--- src/rtl/pipeline_ctrl_pkg.sv ---
// Shared definitions for the pipeline controller: stall encodings, debug FSM
// states and default redirect constants.
package pipeline_ctrl_pkg;

  localparam logic [5:0] STALL_NONE         = 6'b000000;
  localparam logic [5:0] STALL_IF_ID        = 6'b000111;
  localparam logic [5:0] STALL_EX           = 6'b001111;
  localparam logic [5:0] STALL_MEM          = 6'b011111;
  localparam logic [5:0] STALL_FETCH_FREEZE = 6'b000011;

  localparam logic [31:0] EXC_VECTOR_DEF = 32'h0000_0020;
  localparam logic [31:0] ERET_CODE_DEF  = 32'h0000_000E;

  typedef enum logic [1:0] {
    ST_RUN    = 2'd0,
    ST_DRAIN  = 2'd1,
    ST_HALTED = 2'd2,
    ST_STEP   = 2'd3
  } dbg_state_e;

  // Deeper stages win: a MEM wait must also hold EX and everything before it.
  function automatic logic [5:0] merge_stall(input logic req_mem, input logic req_ex,
                                             input logic req_id, input logic req_if);
    if (req_mem)               return STALL_MEM;
    else if (req_ex)           return STALL_EX;
    else if (req_id || req_if) return STALL_IF_ID;
    else                       return STALL_NONE;
  endfunction

endpackage

--- src/rtl/pipeline_ctrl_sat_counter.sv ---
// Saturating up-counter used for the performance counters; holds at all-ones.
module sat_counter #(
  parameter int W = 32
) (
  input  logic         clk,
  input  logic         rst,
  input  logic         inc,
  output logic [W-1:0] q
);

  logic [W-1:0] q_q;
  logic [W-1:0] q_d;

  always_comb begin
    q_d = q_q;
    if (inc && (q_q != {W{1'b1}})) q_d = q_q + W'(1);
  end

  always_ff @(posedge clk) begin
    if (rst) q_q <= '0;
    else     q_q <= q_d;
  end

  assign q = q_q;

endmodule

--- src/rtl/pipeline_ctrl.sv ---
// Central pipeline controller: merges stage stall requests, redirects on
// exceptions/ERET, runs the debug halt/single-step FSM and counts stall cycles.
module pipeline_ctrl
  import pipeline_ctrl_pkg::*;
#(
  parameter logic [31:0] EXC_VECTOR   = EXC_VECTOR_DEF,
  parameter logic [31:0] ERET_CODE    = ERET_CODE_DEF,
  parameter int          DRAIN_CYCLES = 4,
  parameter int          CNT_W        = 32
) (
  input  logic             clk,
  input  logic             rst,
  input  logic             stallreq_if,
  input  logic             stallreq_id,
  input  logic             stallreq_ex,
  input  logic             stallreq_mem,
  input  logic [31:0]      excepttype_i,
  input  logic [31:0]      cp0_epc_i,
  input  logic             halt_req,
  input  logic             step_req,
  output logic [5:0]       stall,
  output logic             flush,
  output logic [31:0]      new_pc,
  output logic             halted,
  output logic [CNT_W-1:0] stall_cnt
);

  localparam int DW = $clog2(DRAIN_CYCLES + 1);
  localparam logic [DW-1:0] DRAIN_LOAD = DW'(DRAIN_CYCLES);

  dbg_state_e    state_q, state_d;
  logic [DW-1:0] drain_cnt_q, drain_cnt_d;
  logic          halted_q, halted_d;

  logic [5:0] pstall;
  logic       exc;
  logic       freeze;

  always_comb begin
    pstall = merge_stall(stallreq_mem, stallreq_ex, stallreq_id, stallreq_if);
    exc    = (excepttype_i != 32'd0);
    freeze = (state_q == ST_DRAIN) || (state_q == ST_HALTED);

    flush  = !rst && exc;
    new_pc = 32'd0;
    if (flush) new_pc = (excepttype_i == ERET_CODE) ? cp0_epc_i : EXC_VECTOR;

    // An exception always wins so the redirect is never held off by a freeze.
    stall = pstall | (freeze ? STALL_FETCH_FREEZE : STALL_NONE);
    if (rst || exc) stall = STALL_NONE;
  end

  always_comb begin
    state_d     = state_q;
    drain_cnt_d = drain_cnt_q;
    case (state_q)
      ST_RUN: begin
        if (halt_req) begin
          state_d     = ST_DRAIN;
          drain_cnt_d = DRAIN_LOAD;
        end
      end
      ST_DRAIN: begin
        if (!halt_req) begin
          state_d = ST_RUN;
        end else begin
          drain_cnt_d = drain_cnt_q - DW'(1);
          if (drain_cnt_q == DW'(1)) state_d = ST_HALTED;
        end
      end
      ST_HALTED: begin
        if (step_req)      state_d = ST_STEP;
        else if (!halt_req) state_d = ST_RUN;
      end
      ST_STEP: begin
        // One instruction has left fetch once the PC advances without a flush.
        if (!pstall[0] && !flush) begin
          state_d     = ST_DRAIN;
          drain_cnt_d = DRAIN_LOAD;
        end
      end
      default: state_d = ST_RUN;
    endcase
    halted_d = (state_d == ST_HALTED);
  end

  always_ff @(posedge clk) begin
    if (rst) begin
      state_q     <= ST_RUN;
      drain_cnt_q <= '0;
      halted_q    <= 1'b0;
    end else begin
      state_q     <= state_d;
      drain_cnt_q <= drain_cnt_d;
      halted_q    <= halted_d;
    end
  end

  assign halted = halted_q;

  sat_counter #(.W(CNT_W)) u_stall_cnt (
    .clk (clk),
    .rst (rst),
    .inc (stall[0]),
    .q   (stall_cnt)
  );

endmodule

--- config.mk ---
export PLATFORM = sky130hd
export DESIGN_NAME = pipeline_ctrl
export DESIGN_NICKNAME = d
export VERILOG_FILES = /design/src/rtl/pipeline_ctrl_pkg.sv /design/src/rtl/pipeline_ctrl_sat_counter.sv /design/src/rtl/pipeline_ctrl.sv
export SDC_FILE = /design/constraint.sdc
export NUM_CORES = 1
export LEC_CHECK = 0
export ABC_AREA = 1
export CORE_MARGIN = 4
export CORE_UTILIZATION = 41
export DETAILED_ROUTE_END_ITERATION = 10
export MAX_ROUTING_LAYER = met4
export PLACE_DENSITY = 0.92
export SLEW_MARGIN = 20
export SYNTH_ARGS = -nofsm -noshare
export SYNTH_HDL_FRONTEND = slang
export SYNTH_SLANG_ARGS = --single-unit
--- constraint.sdc ---
create_clock -name clk -period 2.3 [get_ports clk]
set_clock_uncertainty 0.15 [all_clocks]
set_input_delay 0.345 -clock clk [delete_from_list [all_inputs] [get_ports clk]]
set_output_delay 0.345 -clock clk [all_outputs]
set_load 0.02 [all_outputs]
==> results.json, run 1 <==
{
  "netlist_area_mm2": 0.002860,
  "dr.pass1.iters": 5,
  "start_kind": "input port",
  "cts.sink_count": 38,
  "final_nets": 733,
  "fmax_mhz": 419.7,
  "core_area_mm2": 0.006794,
  "cts_inserted_buffers": 5,
  "multi_input_area_mm2": 0.001987,
  "clock_latency_ps": 300,
  "drt_iter0_drc": 251,
  "area_growth_syn_to_layout_pct": 71.13,
  "dieArea_mm2": 0.008377,
  "synth_area_leader_cell": "dfxtp_1",
  "failed_checks": "setup timing",
  "ios": 144,
  "ys_warn_count": 0,
  "rsz0062_at_grt": "yes",
  "synth-seq-cells": 38,
  "cp_slowest_stage_delay_ps": 220,
  "postRouteAntennaNets": 0,
  "synth_edf_count": 0,
  "path_buf_inv": 6,
  "fin_cells": 750,
  "dp.cells": 729,
  "fin_crit_ps": 2383,
  "drc": 0,
  "slew_viol_final": 0,
  "grt_pass1_wl_um": 17720,
  "initial_core_util": 0.4210,
  "setup_ws_ps": -82.78,
  "antenna_found_initial": 0,
  "wl_per_cell_um": 15.80,
  "cp_max_fo": 8,
  "worst_ep_arrival_time_ps": 1890,
  "critPathMostFrequentCell": "nor2_1",
  "vias_per_cell": 5.207,
  "clockBufferDepth": 2,
  "syn_area_per_cell_um2": 5.934,
  "cts_tree": "yes",
  "slowest_stage": "o21ai_4",
  "clockRootBuffer": "clkbuf_8",
  "drive_above_1_share": 0.2080,
  "dpl-instance-area_mm2": 0.004534,
  "post-route-cell-area_mm2": 0.004895,
  "cp_cell_sequence": "clkdlybuf4s15_1 -> nor2_1 -> nand2_1 -> nor2_1 -> nand2_1 -> buf_6 -> o21ai_4 -> buf_4 -> buf_6 -> buf_16 -> nor2_1 -> buf_2",
  "gp_congestion": 0.9501,
  "hold_buffers": 0,
  "hold_path.class": "flip-flop to flip-flop",
  "crit_family": "buffers and inverters",
  "min_period_over_period": 1.036,
  "path_clk_slew_ps": 80,
  "leakagePower_nw": 2.022,
  "drv_cap": 0,
  "synthTopCellsByArea": "dfxtp_1 (27%), nand2_1 (22%), nor2_1 (11%), a21oi_1 (6.5%), xor2_1 (6.1%)",
  "syn_inst": 482,
  "setup_violations": 23,
  "die_x_um": 91.53,
  "h-tree-depth": 2,
  "synth.top_cell.area_share": 0.2660,
  "vias": 3905,
  "ir_worst_vdd_mv": 0.3016,
  "grt_max_degree": 35,
  "critical_path_class": "input port to primary output",
  "final-hold-violation-count": 0,
  "portBuffers": 142,
  "syn-num-nets": 561,
  "synth_ff_type": "dfxtp_1",
  "yosysMostFrequentCell": "nand2_1",
  "fillers": 505,
  "place_hpwl_um": 8300,
  "routed_wl_um": 11850,
  "die_height_um": 91.53,
  "yosysUniqueCellTypes": 27,
  "required_ps": 1800,
  "overflow": 0,
  "synth-seq-area-share": 0.2660,
  "synthTopCellsByCount": "nand2_1 (170), nor2_1 (87), dfxtp_1 (38)",
  "pwr_density_cell_mw_per_mm2": 319.0,
  "end_kind": "primary output",
  "fp-row-count": 30,
  "post-place-ws_ps": -692.9,
  "seqCellArea_um2": 760.7,
  "grtUsageTotal": 0.2683,
  "grt_pass1_vias": 3851,
  "n_antenna_cell": 0,
  "async_flop_share": 0,
  "tns_ps": -1108,
  "outcome": "finished, violations left"
}
[placed cells by master, fill, tap and decap left out]
master	Yosys	final
conb_1	1	1
nor4_4	0	1
nand3_2	1	1
inv_2	1	1
a21boi_1	1	1
o211ai_1	1	1
buf_16	0	4
clkbuf_8	0	6
a21oi_1	37	37
nor3_2	1	1
buf_6	6	15
buf_2	0	14
buf_8	0	2
clkbuf_2	0	15
nand2_4	1	4
nand2_2	0	5
clkdlybuf4s15_1	0	15
nor2_4	1	12
dfxtp_1	38	38
nor2_1	87	69
nand4_1	8	8
nand3_1	10	10
xnor2_1	11	11
o21ai_4	0	1
buf_4	3	36
xor2_1	20	20
nor3_1	19	19
o21ai_0	6	6
o22ai_1	1	1
ha_1	7	7
clkinv_4	0	1
nor2_2	2	9
nand2_1	170	162
clkdlybuf4s50_1	0	72
inv_1	37	36
clkdlybuf4s15_2	0	1
clkbuf_16	0	1
buf_12	0	5
dlygate4sd2_1	0	4
bufinv_16	0	1
[worst register-to-register path, cell delays in order, from the launching register on]
cell and delay [ps]:
dfxtp_1 420, inv_1 100, ha_1 310, o211ai_1 230, inv_1 120, buf_4 160
nand2_4 60, buf_8 210, nand2_1 90, a21oi_1 150
[registers in the layout, indices dropped and copies added (netlist names)]
signal         cells
drain_cnt_q        3
state_q            2
u_stall_cnt.q     32
halted             1
[per-stage QoR]
| stage | util | hold WS, ps | power, mW |
|---|---|---|---|
| floorplan | - | 305.0 | 0.7858 |
| global placement | 0.6674 | 323.1 | 0.9367 |
| detailed placement | 0.6674 | 354.8 | 0.9493 |
| CTS | 0.7129 | 366.0 | 1.550 |
| global route | 0.7204 | 374.3 | 1.615 |
| finish | 0.7204 | 371.2 | 1.561 |
[layer usage]
layer,share of wire,global-route usage,routed length (µm)
met1,0.35,0.2602,4201
met2,0.52,0.4954,6127
met4,0.070,0.1533,831
met5,0,-,0
met3,0.058,0.04805,691
[cell type report]
class                      count  area share
inverter                      38     0.03016
timing repair buffer         184      0.3609
clock buffer                   6     0.01687
multi-input combinational    387      0.4059
tap                           96     0.02454
sequential                    38      0.1554
clock inverter                 1    0.006135
[report_power, final]
part / switching, mW / leakage [nW] / total, mW / internal, mW
clock: 0.244 / 0.0573 / 0.591 / 0.347
combinational: 0.135 / 1.66 / 0.291 / 0.156
sequential: 0.0109 / 0.307 / 0.679 / 0.668
total: 0.390 / 2.02 / 1.56 / 1.17
[path summary, 6_finish.rpt]
check	from	to	slack (ps)	cells past startpoint
min reg2reg	drain_cnt_q[2]$_SDFFE_PP0P_	drain_cnt_q[2]$_SDFFE_PP0P_	370	2
max reg2reg	state_q[0]$_SDFF_PP0_	u_stall_cnt.q[17]$_SDFFE_PP0P_	220	9
min	drain_cnt_q[2]$_SDFFE_PP0P_	drain_cnt_q[2]$_SDFFE_PP0P_	370	2
max	excepttype_i[31]	new_pc[22]	-80	12
[what timing repair did]
item	in CTS	in global routing
resized for setup	253	58
pin swaps	15	20
cloned	5	1
endpoints found under the hold margin	0	0
setup buffers	6	4
setup endpoints to repair	38	67
[cells by family after synthesis]
kind of cell / Yosys count / share of synthesized area
AND/OR/NAND/NOR: 301 / 0.4269
buffers and inverters: 57 / 0.09448
AO/OA/AOI/OAI: 47 / 0.08574
flip-flops: 38 / 0.2660
XOR/XNOR: 31 / 0.09493
adder cells (fa/ha/maj): 7 / 0.03062
other: 1 / 0.001311
No activity file was read; power rests on OpenSTA's default activity.
==> run 2: changes to the inputs <==
- CORE_MARGIN: 4 -> unset
==> run 2 against run 1 <==
The run still ends with setup timing left. Utilization increased by 0.90 points. Register-to-register slack got worse by 100 ps. Combinational power increased by 6%. Count of clock-buffer cells in the layout increased by 2. Critical endpoint is now new_pc[9].
==> results.json, run 2 (synthesis gave the netlist of run 1 again) <==
{
  "required_ps": 1800,
  "dieArea_mm2": 0.007315,
  "ir_worst_vdd_mv": 0.1867,
  "cts.sink_count": 38,
  "drt_iter0_drc": 297,
  "place_hpwl_um": 7660,
  "core_area_mm2": 0.006756,
  "final_nets": 729,
  "largest_reg_flops": 32,
  "setup_violations": 10,
  "final_cell_mix": "nand2_1 (157), clkdlybuf4s50_1 (72), nor2_1 (57)",
  "hp-start": "u_stall_cnt.q[15]$_SDFFE_PP0P_",
  "cts_tree": "yes",
  "cp_max_fo": 7,
  "vias_per_cell": 5.510,
  "clock_latency_ps": 300,
  "vias": 4028,
  "final-hold-violation-count": 0,
  "drc": 0,
  "outcome": "finished, violations left",
  "r2r_start": "state_q[0]$_SDFF_PP0_",
  "grt_pass1_vias": 3871,
  "h-tree-depth": 2,
  "worst_ep_arrival_time_ps": 1830,
  "fin_crit_ps": 2321,
  "end_kind": "primary output",
  "clockRootBuffer": "clkbuf_8",
  "dr.pass1.iters": 5,
  "min_period_over_period": 1.009,
  "wl_per_cell_um": 17.05,
  "die_height_um": 85.53,
  "slew_viol_final": 0,
  "final_common_cell": "nand2_1",
  "leakagePower_nw": 2.001,
  "fin_util": 0.7294,
  "die_x_um": 85.53,
  "routed_wl_um": 12460,
  "portBuffers": 142,
  "gp_congestion": 0.9217,
  "grt_pass1_wl_um": 18310,
  "reg2reg_slack_ps": 120,
  "postRouteAntennaNets": 0,
  "start_kind": "input port",
  "n_antenna_cell": 0,
  "fmax_mhz": 430.9,
  "drive_above_1_share": 0.2350,
  "critical_path_class": "input port to primary output",
  "hold_buffers": 0,
  "area_growth_syn_to_layout_pct": 72.31,
  "drv_cap": 0,
  "hold_path.class": "flip-flop to flip-flop",
  "grtUsageTotal": 0.3285,
  "failed_checks": "setup timing",
  "cts_inserted_buffers": 5,
  "clockBufferDepth": 2,
  "tns_ps": -147.4,
  "antenna_found_initial": 0,
  "ios": 144,
  "grt_max_degree": 35,
  "pwr_density_cell_mw_per_mm2": 311.0,
  "fp-row-count": 30,
  "initial_core_util": 0.4233,
  "overflow": 0,
  "setup_ws_ps": -20.70,
  "path_clk_slew_ps": 70,
  "startpoint": "excepttype_i[5]",
  "fin_total_pwr_mw": 1.533
}
==> run 2: final timing paths <==
kind	endpoint	depth (start not counted)
setup / recovery	new_pc[9]	12
hold / removal	u_stall_cnt.q[15]$_SDFFE_PP0P_	2
setup reg to reg	drain_cnt_q[0]$_SDFFE_PP0P_	8
hold reg to reg	u_stall_cnt.q[15]$_SDFFE_PP0P_	2
==> run 2: through the flow <==
step / setup slack (ps) / instances / hold slack, ps / instance area (µm²)
6_report: -20.70 / 731 / 382.8 / 4928
5_1_grt: -116.6 / 731 / 396.8 / 4928
4_1_cts: -16.36 / 731 / 338.7 / 4831
3_5_place_dp: -653.8 / 712 / 322.0 / 4507
3_3_place_gp: -580.3 / 712 / 322.1 / 4507
2_1_floorplan: 249.9 / 482 / 305.0 / 2860
==> run 2: layout make-up <==
type | count | area (µm²)
Clock buffer | 8 | 110.1
Fill cell | 492 | 1828
Inverter | 38 | 147.6
Multi-Input combinational cell | 387 | 2034
Sequential cell | 38 | 760.7
Tap cell | 80 | 100.1
Timing Repair Buffer | 180 | 1775
==> run 2: power breakdown <==
group	internal [mW]	total (mW)	switching, mW	leakage, nW
clock network	0.303	0.543	0.240	0.0575
logic	0.156	0.309	0.153	1.64
registers	0.669	0.682	0.0131	0.307
==> run 2: layer usage <==
layer  global-route usage  vias up  routed length [µm]
met1               0.3154     1833                4308
met5                    -        -                   0
met4               0.1939        0                 917
li1                     -     1841                   -
met2               0.6116      275                6358
met3              0.06064       79                 879
==> run 2: critical path, cell delays in order <==
cell and delay, ps:
clkbuf_2 100, nor2_2 170, nand2_2 110, buf_6 140, nor2_4 130, nand2_2 90
o21ai_4 170, buf_6 130, buf_8 120, buf_16 150, nor2_4 40, buf_6 120
==> run 2: timing repair <==
action,CTS,global route
endpoints found under the setup margin,38,72
pin swaps,25,44
gates resized for setup,258,92
hold endpoints to repair,0,0
gates cloned,5,1
buffers inserted,8,0
